### config.mk
export PLATFORM = sky130hd
export DESIGN_NAME = prime_scan_ctrl
export DESIGN_NICKNAME = d
export VERILOG_FILES = /design/src/rtl/prime_pkg.sv /design/src/rtl/scan_watchdog.sv /design/src/rtl/prime_scan_ctrl.sv
export SDC_FILE = /design/constraint.sdc
export NUM_CORES = 1
export LEC_CHECK = 0
export ABC_AREA = 0
export CAP_MARGIN = 20
export CORE_ASPECT_RATIO = 0.9
export CORE_MARGIN = 1.5
export CORE_UTILIZATION = 55
export DETAILED_ROUTE_END_ITERATION = 12
export HOLD_SLACK_MARGIN = 0.03
export PLACE_DENSITY_LB_ADDON = 0.15
export SYNTH_ARGS = -nofsm -noshare
export SYNTH_HDL_FRONTEND = slang
export SYNTH_SLANG_ARGS = --single-unit
### constraint.sdc
create_clock -name clk -period 3.13 [get_ports clk]
set_input_delay 0.626 -clock clk [delete_from_list [all_inputs] [get_ports clk]]
set_output_delay 0.626 -clock clk [all_outputs]
set_load 0.05 [all_outputs]
### src/rtl/prime_pkg.sv
// Shared definitions for the prime scan sequencer, its front-end and the checker engine.
package prime_pkg;

  localparam int unsigned DATA_W_DEFAULT = 8;

  typedef enum logic [2:0] {
    IDLE,
    ISSUE,
    WAIT,
    ACCUM,
    DONE
  } scan_state_e;

endpackage

### src/rtl/scan_watchdog.sv
// Saturating cycle counter that flags an engine which never answers within TIMEOUT wait cycles.
module scan_watchdog #(
  parameter int unsigned TIMEOUT = 255
) (
  input  logic clk,
  input  logic rst,
  input  logic clear_i,
  input  logic run_i,
  output logic expired_o
);

  localparam int unsigned CNT_W = $clog2(TIMEOUT + 1);
  localparam logic [CNT_W-1:0] CNT_LAST = CNT_W'(TIMEOUT - 1);
  localparam logic [CNT_W-1:0] CNT_SAT  = CNT_W'(TIMEOUT);

  logic [CNT_W-1:0] cnt_q, cnt_d;

  always_comb begin
    cnt_d = cnt_q;
    if (clear_i) begin
      cnt_d = '0;
    end else if (run_i && (cnt_q != CNT_SAT)) begin
      cnt_d = cnt_q + 1'b1;
    end
  end

  always_ff @(posedge clk) begin
    if (rst) begin
      cnt_q <= '0;
    end else begin
      cnt_q <= cnt_d;
    end
  end

  // Fires during the TIMEOUT-th consecutive run cycle.
  assign expired_o = run_i && (cnt_q >= CNT_LAST);

endmodule

### src/rtl/prime_scan_ctrl.sv
// Sweeps candidates 2..limit through a single prime-checker engine and accumulates
// the prime count and the largest prime seen.
module prime_scan_ctrl
  import prime_pkg::*;
#(
  parameter int unsigned DATA_W  = DATA_W_DEFAULT,
  parameter int unsigned TIMEOUT = 255
) (
  input  logic              clk,
  input  logic              rst,
  input  logic              start_i,
  input  logic              abort_i,
  input  logic [DATA_W-1:0] limit_i,
  output logic              en_o,
  output logic [DATA_W-1:0] data_o,
  input  logic              valid_i,
  input  logic              is_prime_i,
  output logic              busy_o,
  output logic              done_o,
  output logic              err_o,
  output logic [DATA_W-1:0] count_o,
  output logic [DATA_W-1:0] last_prime_o
);

  localparam logic [DATA_W-1:0] FIRST_CAND = DATA_W'(2);

  scan_state_e       state_q, state_d;
  logic [DATA_W-1:0] lim_q;
  logic [DATA_W-1:0] cand_q;
  logic [DATA_W-1:0] count_q;
  logic [DATA_W-1:0] last_q;
  logic              verdict_q;
  logic              err_q;
  logic              busy_q;
  logic              done_q;
  logic              expired;
  logic              start_ok;

  assign start_ok = (state_q == IDLE) && start_i && !abort_i;

  scan_watchdog #(
    .TIMEOUT (TIMEOUT)
  ) u_watchdog (
    .clk       (clk),
    .rst       (rst),
    .clear_i   (state_q == ISSUE),
    .run_i     (state_q == WAIT),
    .expired_o (expired)
  );

  always_ff @(posedge clk) begin
    if (rst) begin
      state_q <= IDLE;
    end else begin
      state_q <= state_d;
    end
  end

  always_comb begin
    state_d = state_q;
    if (abort_i) begin
      state_d = IDLE;
    end else begin
      unique case (state_q)
        IDLE: begin
          if (start_i) state_d = (limit_i < FIRST_CAND) ? DONE : ISSUE;
        end
        ISSUE: state_d = WAIT;
        WAIT: begin
          // A verdict arriving in the final watchdog cycle still counts.
          if (valid_i)      state_d = ACCUM;
          else if (expired) state_d = DONE;
        end
        ACCUM: state_d = (cand_q == lim_q) ? DONE : ISSUE;
        DONE:  state_d = IDLE;
        default: state_d = IDLE;
      endcase
    end
  end

  always_ff @(posedge clk) begin
    if (rst) begin
      lim_q     <= '0;
      cand_q    <= '0;
      count_q   <= '0;
      last_q    <= '0;
      verdict_q <= 1'b0;
      err_q     <= 1'b0;
      busy_q    <= 1'b0;
      done_q    <= 1'b0;
    end else begin
      busy_q <= (state_d == ISSUE) || (state_d == WAIT) || (state_d == ACCUM);
      done_q <= (state_q == DONE) && !abort_i;
      if (start_ok) begin
        lim_q   <= limit_i;
        count_q <= '0;
        last_q  <= '0;
        err_q   <= 1'b0;
        if (limit_i >= FIRST_CAND) cand_q <= FIRST_CAND;
      end
      if ((state_q == WAIT) && !abort_i) begin
        if (valid_i)      verdict_q <= is_prime_i;
        else if (expired) err_q     <= 1'b1;
      end
      if ((state_q == ACCUM) && !abort_i) begin
        if (verdict_q) begin
          count_q <= count_q + 1'b1;
          last_q  <= cand_q;
        end
        // End test precedes the increment, so a full-range limit never wraps.
        if (cand_q != lim_q) cand_q <= cand_q + 1'b1;
      end
    end
  end

  always_comb begin
    en_o         = (state_q == ISSUE);
    data_o       = cand_q;
    busy_o       = busy_q;
    done_o       = done_q;
    err_o        = err_q;
    count_o      = count_q;
    last_prime_o = last_q;
  end

endmodule

# Word level (Yosys, flattened, before mapping)
# Index checks and enable logic that the tools add are counted.
op_classes:
  add_sub_neg: 3
  order_cmp: 3
  n_eq_ne: 10
  mux: 21
  reduce_logical: 13
op_table:
  columns: ["operator", "n"]
  rows:
  - ["2-to-1 mux 8 bit", 10]
  - ["adder 8 x 1 -> 8 bit (second input constant)", 3]
  - ["2-to-1 mux 3 bit", 6]
  - ["== test 3 x 2 -> 1 bit (second input constant)", 4]
  - ["case mux 3 bit (4 select lines)", 1]
  - ["== test 8 bit", 1]
  - [">= comparator 8 x 2 -> 1 bit (second input constant)", 1]
  - [">= comparator 8 bit (second input constant)", 1]
  - ["< comparator 8 x 2 -> 1 bit (second input constant)", 1]
  - ["!= test 8 bit", 1]
  - ["!= test 8 bit (second input constant)", 1]
  - ["logical AND 1 bit", 7]
  - ["== test 3 x 1 -> 1 bit (second input constant)", 2]
  - ["2-to-1 mux 1 bit", 4]
  - ["== test 3 bit (second input constant)", 1]
  - ["logical NOT 3 bit", 1]
  - ["logical OR 1 bit", 2]
  - ["AND reduction 2 bit", 1]
  - ["OR reduction 2 bit", 1]
  - ["logical NOT 1 bit", 1]
word_totals:
  reg_bits: 47
  input_bits: 14
  out_inout_bits: 28
  word_cells: 60

# Logic depth before layout (Yosys ltp)
# Gate-level depths: netlist of run 1.
logic_depth:
  word_depth: 9
  ltp_mapped: 7
  depth_no_buf: 7

# Hierarchy
# From an unflattened synthesis of run 1, not the netlist that was laid out.
hier_totals:
  hier_cells: 262
  hier_area_um2: 2240.9
by_module_without_submodules:
  columns: ["module", "instances", "cells_per_inst", "area_each_um2", "seq_area_each_um2"]
  rows:
  - ["prime_scan_ctrl", 1, 213, 1799.2, 780.7]
  - ["scan_watchdog", 1, 49, 441.7, 160.2]

# Worst setup path before layout of run 1
# Ideal clock, no wire load.
synth_timing:
  path_kind: "register -> register"
  startpoint: "register state_q[2]"
  endpoint: "register u_watchdog.cnt_q[0]"
  setup_time_ns: 0.124
  t_arrival_ns: 2.229
  required_time_ns: 3.006
  setup_slack_ns: 0.777
  stages_incl_launch_ff: 6
  n_path_buf: 2
  synth_period_minus_slack_ns: 2.353
  path_cell_list: "dfxtp_1 -> buf_2 -> nor3b_1 -> or2_2 -> clkbuf_1 -> nor2_1"
synth_between:
  elab_chain_len: 2
  word_cells_on_any_way: 4
  classes_between: "eq/ne (2); reduce/logical (2)"
synth_rtl:
  columns: ["element", "line", "source"]
  rows:
  - ["start: declaration", "prime_scan_ctrl.sv:27", "scan_state_e state_q, state_d;"]
  - ["start signal: assignment", "prime_scan_ctrl.sv:55", "state_q <= state_d;"]
  - ["== test 3 x 1 -> 1 bit", null, null]
  - ["via en_o", "prime_scan_ctrl.sv:14", "output logic en_o,"]
  - ["OR reduction 2 bit (no source line)", null, null]
  - ["end signal: assignment", "scan_watchdog.sv:31", "cnt_q <= cnt_d;"]
  - ["end: declaration", "scan_watchdog.sv:16", "logic [CNT_W-1:0] cnt_q, cnt_d;"]
# The timed path passes the listed nets, and every way through them passes these cells.
# A chain may end at the register's enable or synchronous reset.

# Final worst setup path of run 1
layout_timing:
  startpoint: "register state_q[0]"
  endpoint: "output port en_o"
layout_between:
  elab_chain_len: 1
layout_rtl:
  columns: ["element", "line", "source"]
  rows:
  - ["== test 3 x 1 -> 1 bit", "prime_scan_ctrl.sv:117", "en_o = (state_q == ISSUE);"]
  - ["end: declaration", "prime_scan_ctrl.sv:14", null]
# Every way passes these cells.

==> parameters.txt, run 1 <==
Parameter                              Value

Run status
  Run status    completed

Hold path
  Worst hold path class    reg -> reg

Die
  Site row count    21
  Initial Util    58.7%
  Die Footprint    4450 um^2
  Die outline height    63.5 um
  Width of the die    around 70 um
  Placeable core region    3810 um^2
  I/O Pins    42

Pwr
  Power density normalized to cell area    421 nW/um^2
  Share of power burned in combinational logic    approximately 8%
  Net switching fraction of the power    23.2%
  Leakage power    1.01 nW
  Clock power share    between 30% and 40%
  Switching power total    273 uW
  Internal power    904 uW
  VDD IR max    0.271 mV
  Relative contribution of sequential cells to total power    52.2%

Clock network
  CTS Hold Bufs    0
  TritonCTS clock tree    built
  Number of buffers inserted by post-CTS setup repair    0
  Clock root buffer master    clkbuf_8
  PostCTS Resize Cnt    0
  Clock input transition at the sequential cells of the worst setup and hold paths    0.08 ns
  Total clock sinks    47
  Max Buffers Root-to-Sink    2
  Clock buffer count from CTS    5
  Later-pin clock latency in the skew report    around 0.31 ns
  Number of H-tree branching levels    2

Logic synthesis
  Proportion of register bits with asynchronous set or reset after synthesis    0%
  Synth top cells by count    47 x dfxtp_1, 32 x nor2_1, 29 x nand2_1, 13 x a21oi_1, 13 x xor2_1
  Yosys warns    0
  Most area-hungry cell type in the Yosys netlist    dfxtp_1
  Cell with the most instances after synthesis    dfxtp_1
  Gate count of the mapped netlist    256
  Synth Net Count    274
  Number of enable-type register cells in the synthesized netlist    0
  Count of cell types in the netlist    45
  Biggest area contributors in the synthesized netlist    dfxtp_1 42%, nor2_1 5.4%, xor2_1 5.1%, nand2_1 4.9%, a22oi_1 3.7%
  Leading register cell type out of synthesis    dfxtp_1
  Share of Yosys cell area claimed by the top area cell type    between 40% and 50%
  Post-Synthesis Mean Instance Area    8.73 um^2
  Register bit total from synthesis    47
  Post-Syn Area    2230 um^2
  Post-synthesis sequential area ratio    42.1%

Placement
  Cell area after placement    2680 um^2
  Placer congestion estimate    0.772
  # port buffers    41
  Pre-CTS setup slack    0.608 ns
  Detailed Place HPWL    3420 um

Timing
  Maximum clock skew at final layout    0.00260 ns
  Slew at the pin closest to its max-slew limit    about 0.54 ns
  Fin crit share    83.0%
  Final setup violation count    0
  Max-slew violation count    0
  Unrepaired setup endpoints after global routing    no
  Relative slew margins    63.9%
  Fmax    385 MHz
  Number of hold violations in the final report    0
  Minimum period implied by the final worst setup slack    ~2.6 ns
  Worst Slack Setup Final    0.533 ns
  Aggregate negative setup slack    0 ns

Setup path
  Required time at the endpoint of the critical path    2.50 ns
  Maximum fanout count along the critical path    8
  Kind of critical path    reg -> out
  Crit path max-delay cell type    clkdlybuf4s50_1
  Worst Setup End Kind    output port
  Data arrival time of the critical path    1.97 ns
  Cell-by-cell trace of the critical path    nor3b_1, clkdlybuf4s50_1
  Kind of start point of the critical path    flop
  Critical path's largest stage delay    0.87 ns

Flow run
  Maximum Capacitance Violations    0

Drt
  Average via count per standard cell    around 5.7
  Antenna Nets Post-Route    0
  Post-route DRC    0
  Wire per inst    14.4 um
  Detailed-route wire length    just under 5000 um
  Number of optimization iterations in the first detailed-route pass    4
  Total number of vias    1,961
  DR iter-0 viols    115

Cells and area
  Ratio of cells with drive above 1 in the final layout    10.8%
  Area growth syn-to-layout    25.1%
  Count of antenna diodes in the layout    0
  Fin area    ~2800 um^2
  Post-Route Utilization    73.4%
  Nets@finish    314

GRT
  First-pass GRT wire length    roughly 8600 um
  Number of global-route vias before repair    1,860
  Overall fraction of global-route tracks in use    24.3%
  Maximum number of pins on one net before global-route repair    48
  Residual overflow from global routing    0
  Number of antenna violations at the first check in global routing    0
==> sequential cells by signal (all words and copies together), names as in the netlist <==
register / flops
busy_o: 1
count_o: 8
data_o: 8
done_o: 1
err_o: 1
last_prime_o: 8
lim_q: 8
state_q: 3
u_watchdog.cnt_q: 8
verdict_q: 1
==> metal layers <==
layer | vias to the layer above | part of all wire (%) | GRT usage [%] | wire (um)
met1 | 917 | 50 | 33.1 | 2460
met5 | - | 0 | 0 | 0
met4 | 0 | 0.93 | 6.49 | 46
li1 | 992 | - | - | -
met3 | 4 | 5.3 | 6.72 | 262
met2 | 48 | 44 | 38.0 | 2170
==> final cells by class <==
type	instances	area, um^2
Clock inverter	2	35.0
Tap cell	46	57.6
Inverter	2	7.51
Timing Repair Buffer	43	425
Sequential cell	47	941
Clock buffer	6	82.6
Multi-Input combinational cell	197	1250
Fill cell	321	1010
==> path summary, 6_finish.rpt <==
kind                         start                    end  slack (ns)  cells past startpoint
min          lim_q[6]$_SDFFE_PP0P_  lim_q[6]$_SDFFE_PP0P_        0.48                      2
max reg2reg  state_q[2]$_SDFF_PP0_   data_o[7]$_SDFF_PP0_        1.20                      5
min reg2reg  lim_q[6]$_SDFFE_PP0P_  lim_q[6]$_SDFFE_PP0P_        0.48                      2
max          state_q[0]$_SDFF_PP0_                   en_o        0.53                      2
==> through the flow <==
stage,std cells,power [mW],hold WS (ns)
6_report,343,1.18,0.481
5_1_grt,343,1.22,0.508
4_1_cts,343,1.18,0.484
3_5_place_dp,335,0.723,0.472
3_3_place_gp,335,0.722,0.457
2_1_floorplan,256,0.686,0.448
==> power by group through the flow <==
stage | Sequential, mW | Clock, mW | Combinational, mW
global placement | 0.628 | 0 | 0.0937
global route | 0.616 | 0.498 | 0.104
finish | 0.615 | 0.467 | 0.0951
CTS | 0.614 | 0.472 | 0.0949
detailed placement | 0.628 | 0 | 0.0944
floorplan | 0.632 | 0 | 0.0541
==> placed cells by master, fill, tap and decap left out, types with 4 or more instances in the layout <==
| cell | instances |
|---|---|
| dfxtp_1 | 47 |
| clkdlybuf4s50_1 | 41 |
| nor2_1 | 32 |
| nand2_1 | 29 |
| xor2_1 | 13 |
| a21oi_1 | 13 |
| a22oi_1 | 11 |
| o21ai_0 | 9 |
| nor3_1 | 8 |
| nand2b_1 | 7 |
| o21ai_2 | 7 |
| nor3b_1 | 6 |
| nand4_1 | 6 |
| nand3_1 | 6 |
| clkbuf_8 | 6 |
| ha_1 | 4 |
==> cell families after synthesis <==
logic type | synth area share (%)
flip-flops | 42.1
AO/OA/AOI/OAI | 16.2
XOR/XNOR | 5.49
adder cells (fa/ha/maj) | 2.24
multiplexers | 1.90
AND/OR/NAND/NOR | 30.0
buffers and inverters | 2.07
==> critical path: cells and delay by family (launching register included) <==
| kind | cells | cell delay [ns] |
|---|---|---|
| buffers and inverters | 1 | 0.87 |
| DFF | 1 | 0.47 |
| and+or+nand+nor | 1 | 0.32 |
No activity file was read; power rests on OpenSTA's default activity.
==> run 2, diff against run 1 <==
Settings changed: CORE_UTILIZATION 55 to 51.
Clock period 3.13 ns to 2.55 ns, I/O delays scaled along.
==> parameters.txt, run 2 (synthesis gave the netlist of run 1 again) <==
Parameter                              Value

Run status
  Run status    completed (unchanged)

Clock network
  Clock root buffer master    clkbuf_8 (unchanged)
  Later-pin clock latency in the skew report    0.30 ns (was 0.31 ns)
  TritonCTS clock tree    built (unchanged)
  Total clock sinks    47 (unchanged)
  Clock buffer count from CTS    5 (unchanged)
  Max Buffers Root-to-Sink    2 (unchanged)
  Clock input transition at the sequential cells of the worst setup and hold paths    0.08 ns (about the same)
  Number of H-tree branching levels    2 (unchanged)

Die
  Initial Util    54.1% (was 58.7%)
  Die outline height    65.8 um (was 63.5 um)
  Placeable core region    4130 um^2 (was 3810 um^2)
  I/O Pins    42 (unchanged)
  Width of the die    72.8 um (was 70.2 um)
  Die Footprint    4790 um^2 (was 4450 um^2)
  Site row count    22 (was 21)

Timing
  Maximum clock skew at final layout    0.00635 ns (was 0.00260 ns)
  Fin crit share    86.8%
  Fmax    452 MHz
  Unrepaired setup endpoints after global routing    no (unchanged)
  Max-slew violation count    0 (unchanged)
  Relative slew margins    62.9% (was 63.9%)
  Aggregate negative setup slack    0 ns (unchanged)
  Slew at the pin closest to its max-slew limit    0.552 ns (was 0.537 ns)
  Minimum period implied by the final worst setup slack    between 2 and 2.5 ns
  Final setup violation count    0 (unchanged)
  Worst Slack Setup Final    0.336 ns (was 0.533 ns)
  Number of hold violations in the final report    0 (unchanged)

Cells and area
  Cell Count, Final, Fillers Out    350 (was 343)
  Nets@finish    320 (was 314)
  Multi-input logic area    1250 um^2 (unchanged)
  Number of fill cells    356 (was 321)
  Top library cells by usage in the layout, fill and taps aside    47 x dfxtp_1, 40 x clkdlybuf4s50_1, 32 x nor2_1, 29 x nand2_1 (was 47 x dfxtp_1, 41 x clkdlybuf4s50_1, 32 x nor2_1, 29 x nand2_1)
  Seq. cell area    941 um^2 (unchanged)
  Area growth syn-to-layout    26.6% (was 25.1%)
  Most frequent standard cell in the layout excluding fill and tap cells    dfxtp_1 (unchanged)
  Count of antenna diodes in the layout    0 (unchanged)
  Ratio of cells with drive above 1 in the final layout    12.3% (was 10.8%)

Placement
  Pre-CTS setup slack    0.160 ns (was 0.608 ns)
  Detailed Place HPWL    3570 um (was 3420 um)
  Placer congestion estimate    0.785 (was 0.772)
  Cell total after placement    343 (was 335)
  # port buffers    41 (unchanged)

Pwr
  Net switching fraction of the power    24.1% (was 23.2%)
  Power density normalized to cell area    471 nW/um^2 (was 421 nW/um^2)
  Leakage power    1.04 nW (was 1.01 nW)
  Share of power burned in combinational logic    9.4% (was 8.1%)
  Clock power share    34.1% (was 39.7%)
  Relative contribution of sequential cells to total power    56.6% (was 52.2%)
  Switching power total    321 uW (was 273 uW)
  Internal power    1.01 mW (was 904 uW)
  VDD IR max    0.321 mV (was 0.271 mV)

Drt
  Average via count per standard cell    5.60 (was 5.72)
  Detailed-route wire length    4960 um (was 4940 um)
  Antenna Nets Post-Route    0 (unchanged)
  Total number of vias    1,960 (was 1,961)
  Number of optimization iterations in the first detailed-route pass    4 (unchanged)
  Post-route DRC    0 (unchanged)
  DR iter-0 viols    107 (was 115)
  Wire per inst    14.2 um (was 14.4 um)

GRT
  Number of antenna violations at the first check in global routing    0 (unchanged)
  Number of global-route vias before repair    1,877 (was 1,860)
  First-pass GRT wire length    8430 um (was 8600 um)
  Maximum number of pins on one net before global-route repair    48 (unchanged)
  Residual overflow from global routing    0 (unchanged)
  Overall fraction of global-route tracks in use    22.8% (was 24.3%)

Setup path
  Kind of critical path    reg -> out (unchanged)
  Maximum fanout count along the critical path    8 (unchanged)
  Data arrival time of the critical path    1.70 ns (was 1.97 ns)
  Worst Setup End Kind    output port (unchanged)
  Kind of start point of the critical path    flop (unchanged)
  Family with the most delay on the worst path    buffers and inverters (unchanged)
  Number of cells on the critical path    1 (was 2)
  Required time at the endpoint of the critical path    2.04 ns (was 2.50 ns)
  Count of cells along the worst register-to-register path    6 (was 5)
  Crit path max-delay cell type    clkdlybuf4s50_1 (unchanged)
  Buffers and inverters on the worst path    1 (unchanged)
  Cell-by-cell trace of the critical path    clkdlybuf4s50_1 (was nor3b_1, clkdlybuf4s50_1)
  Critical path's largest stage delay    0.87 ns (about the same)
  Launching point of the worst reg2reg path    data_o[2]$_SDFF_PP0_ (was state_q[2]$_SDFF_PP0_)
  CP Launch Point    data_o[5]$_SDFF_PP0_ (was state_q[0]$_SDFF_PP0_)

Hold path
  Hold path start    lim_q[7]$_SDFFE_PP0P_ (was lim_q[6]$_SDFFE_PP0P_)
  Worst Hold Depth    2 (unchanged)
  Worst hold path class    reg -> reg (unchanged)

Flow run
  Maximum Capacitance Violations    0 (unchanged)
==> run 2: repair_timing <==
| action | CTS | global route |
|---|---|---|
| resized for setup | 0 | 1 |
| hold buffers | 0 | 0 |
| setup endpoints to repair | 0 | 1 |
| buffers inserted | 0 | 0 |
==> run 2: final cells by class <==
type | count | area share (%)
Timing Repair Buffer | 49 | 17.2
Multi-Input combinational cell | 197 | 44.1
Clock inverter | 1 | 0.177
Tap cell | 48 | 2.12
Clock buffer | 6 | 2.92
Sequential cell | 47 | 33.3
Inverter | 2 | 0.265
==> run 2: metrics by stage <==
| stage | area [um^2] | power [mW] | hold slack, ns | utilization (%) |
|---|---|---|---|---|
| 2_1_floorplan | 2230 | 0.842 | 0.448 | - |
| 3_3_place_gp | 2740 | 0.893 | 0.459 | 66.3 |
| 3_5_place_dp | 2740 | 0.895 | 0.467 | 66.3 |
| 4_1_cts | 2830 | 1.34 | 0.484 | 68.5 |
| 5_1_grt | 2830 | 1.39 | 0.505 | 68.5 |
| 6_report | 2830 | 1.33 | 0.485 | 68.5 |
==> run 2: power groups by stage <==
| stage | combinational, mW | sequential [mW] | clock [mW] |
|---|---|---|---|
| floorplan | 0.0664 | 0.776 | 0 |
| global placement | 0.123 | 0.770 | 0 |
| detailed placement | 0.125 | 0.770 | 0 |
| CTS | 0.126 | 0.753 | 0.465 |
| global route | 0.136 | 0.755 | 0.496 |
| finish | 0.125 | 0.753 | 0.454 |
==> run 2: final timing paths <==
kind	to	slack, ns
setup / recovery	data_o[5]	0.34
hold / removal	lim_q[7]$_SDFFE_PP0P_	0.48
setup reg to reg	data_o[1]$_SDFF_PP0_	0.75
hold reg to reg	lim_q[7]$_SDFFE_PP0P_	0.48
==> run 2: layer usage <==
| metal | vias to the layer above | GRT usage (%) | share of wire [%] |
|---|---|---|---|
| met2 | 47 | 35.1 | 43 |
| met1 | 899 | 31.0 | 50 |
| met3 | 8 | 5.18 | 5.5 |
| met4 | 0 | 8.96 | 1.5 |
| met5 | - | 0 | 0 |
| li1 | 1006 | - | - |
==> run 2: worst register-to-register path, delay by kind of cell (launching register included) <==
kind / cells / cell delay (ns)
simple gates: 3 / 0.71
flops: 1 / 0.50
compound gates: 1 / 0.21
buf+inv: 1 / 0.20
xor+xnor: 1 / 0.13
==> run 3, diff against run 2 <==
Settings changed: SLEW_MARGIN set to 20.
==> results of run 3 <==
No change in the layout: final DEF, timing and power equal those of run 2.
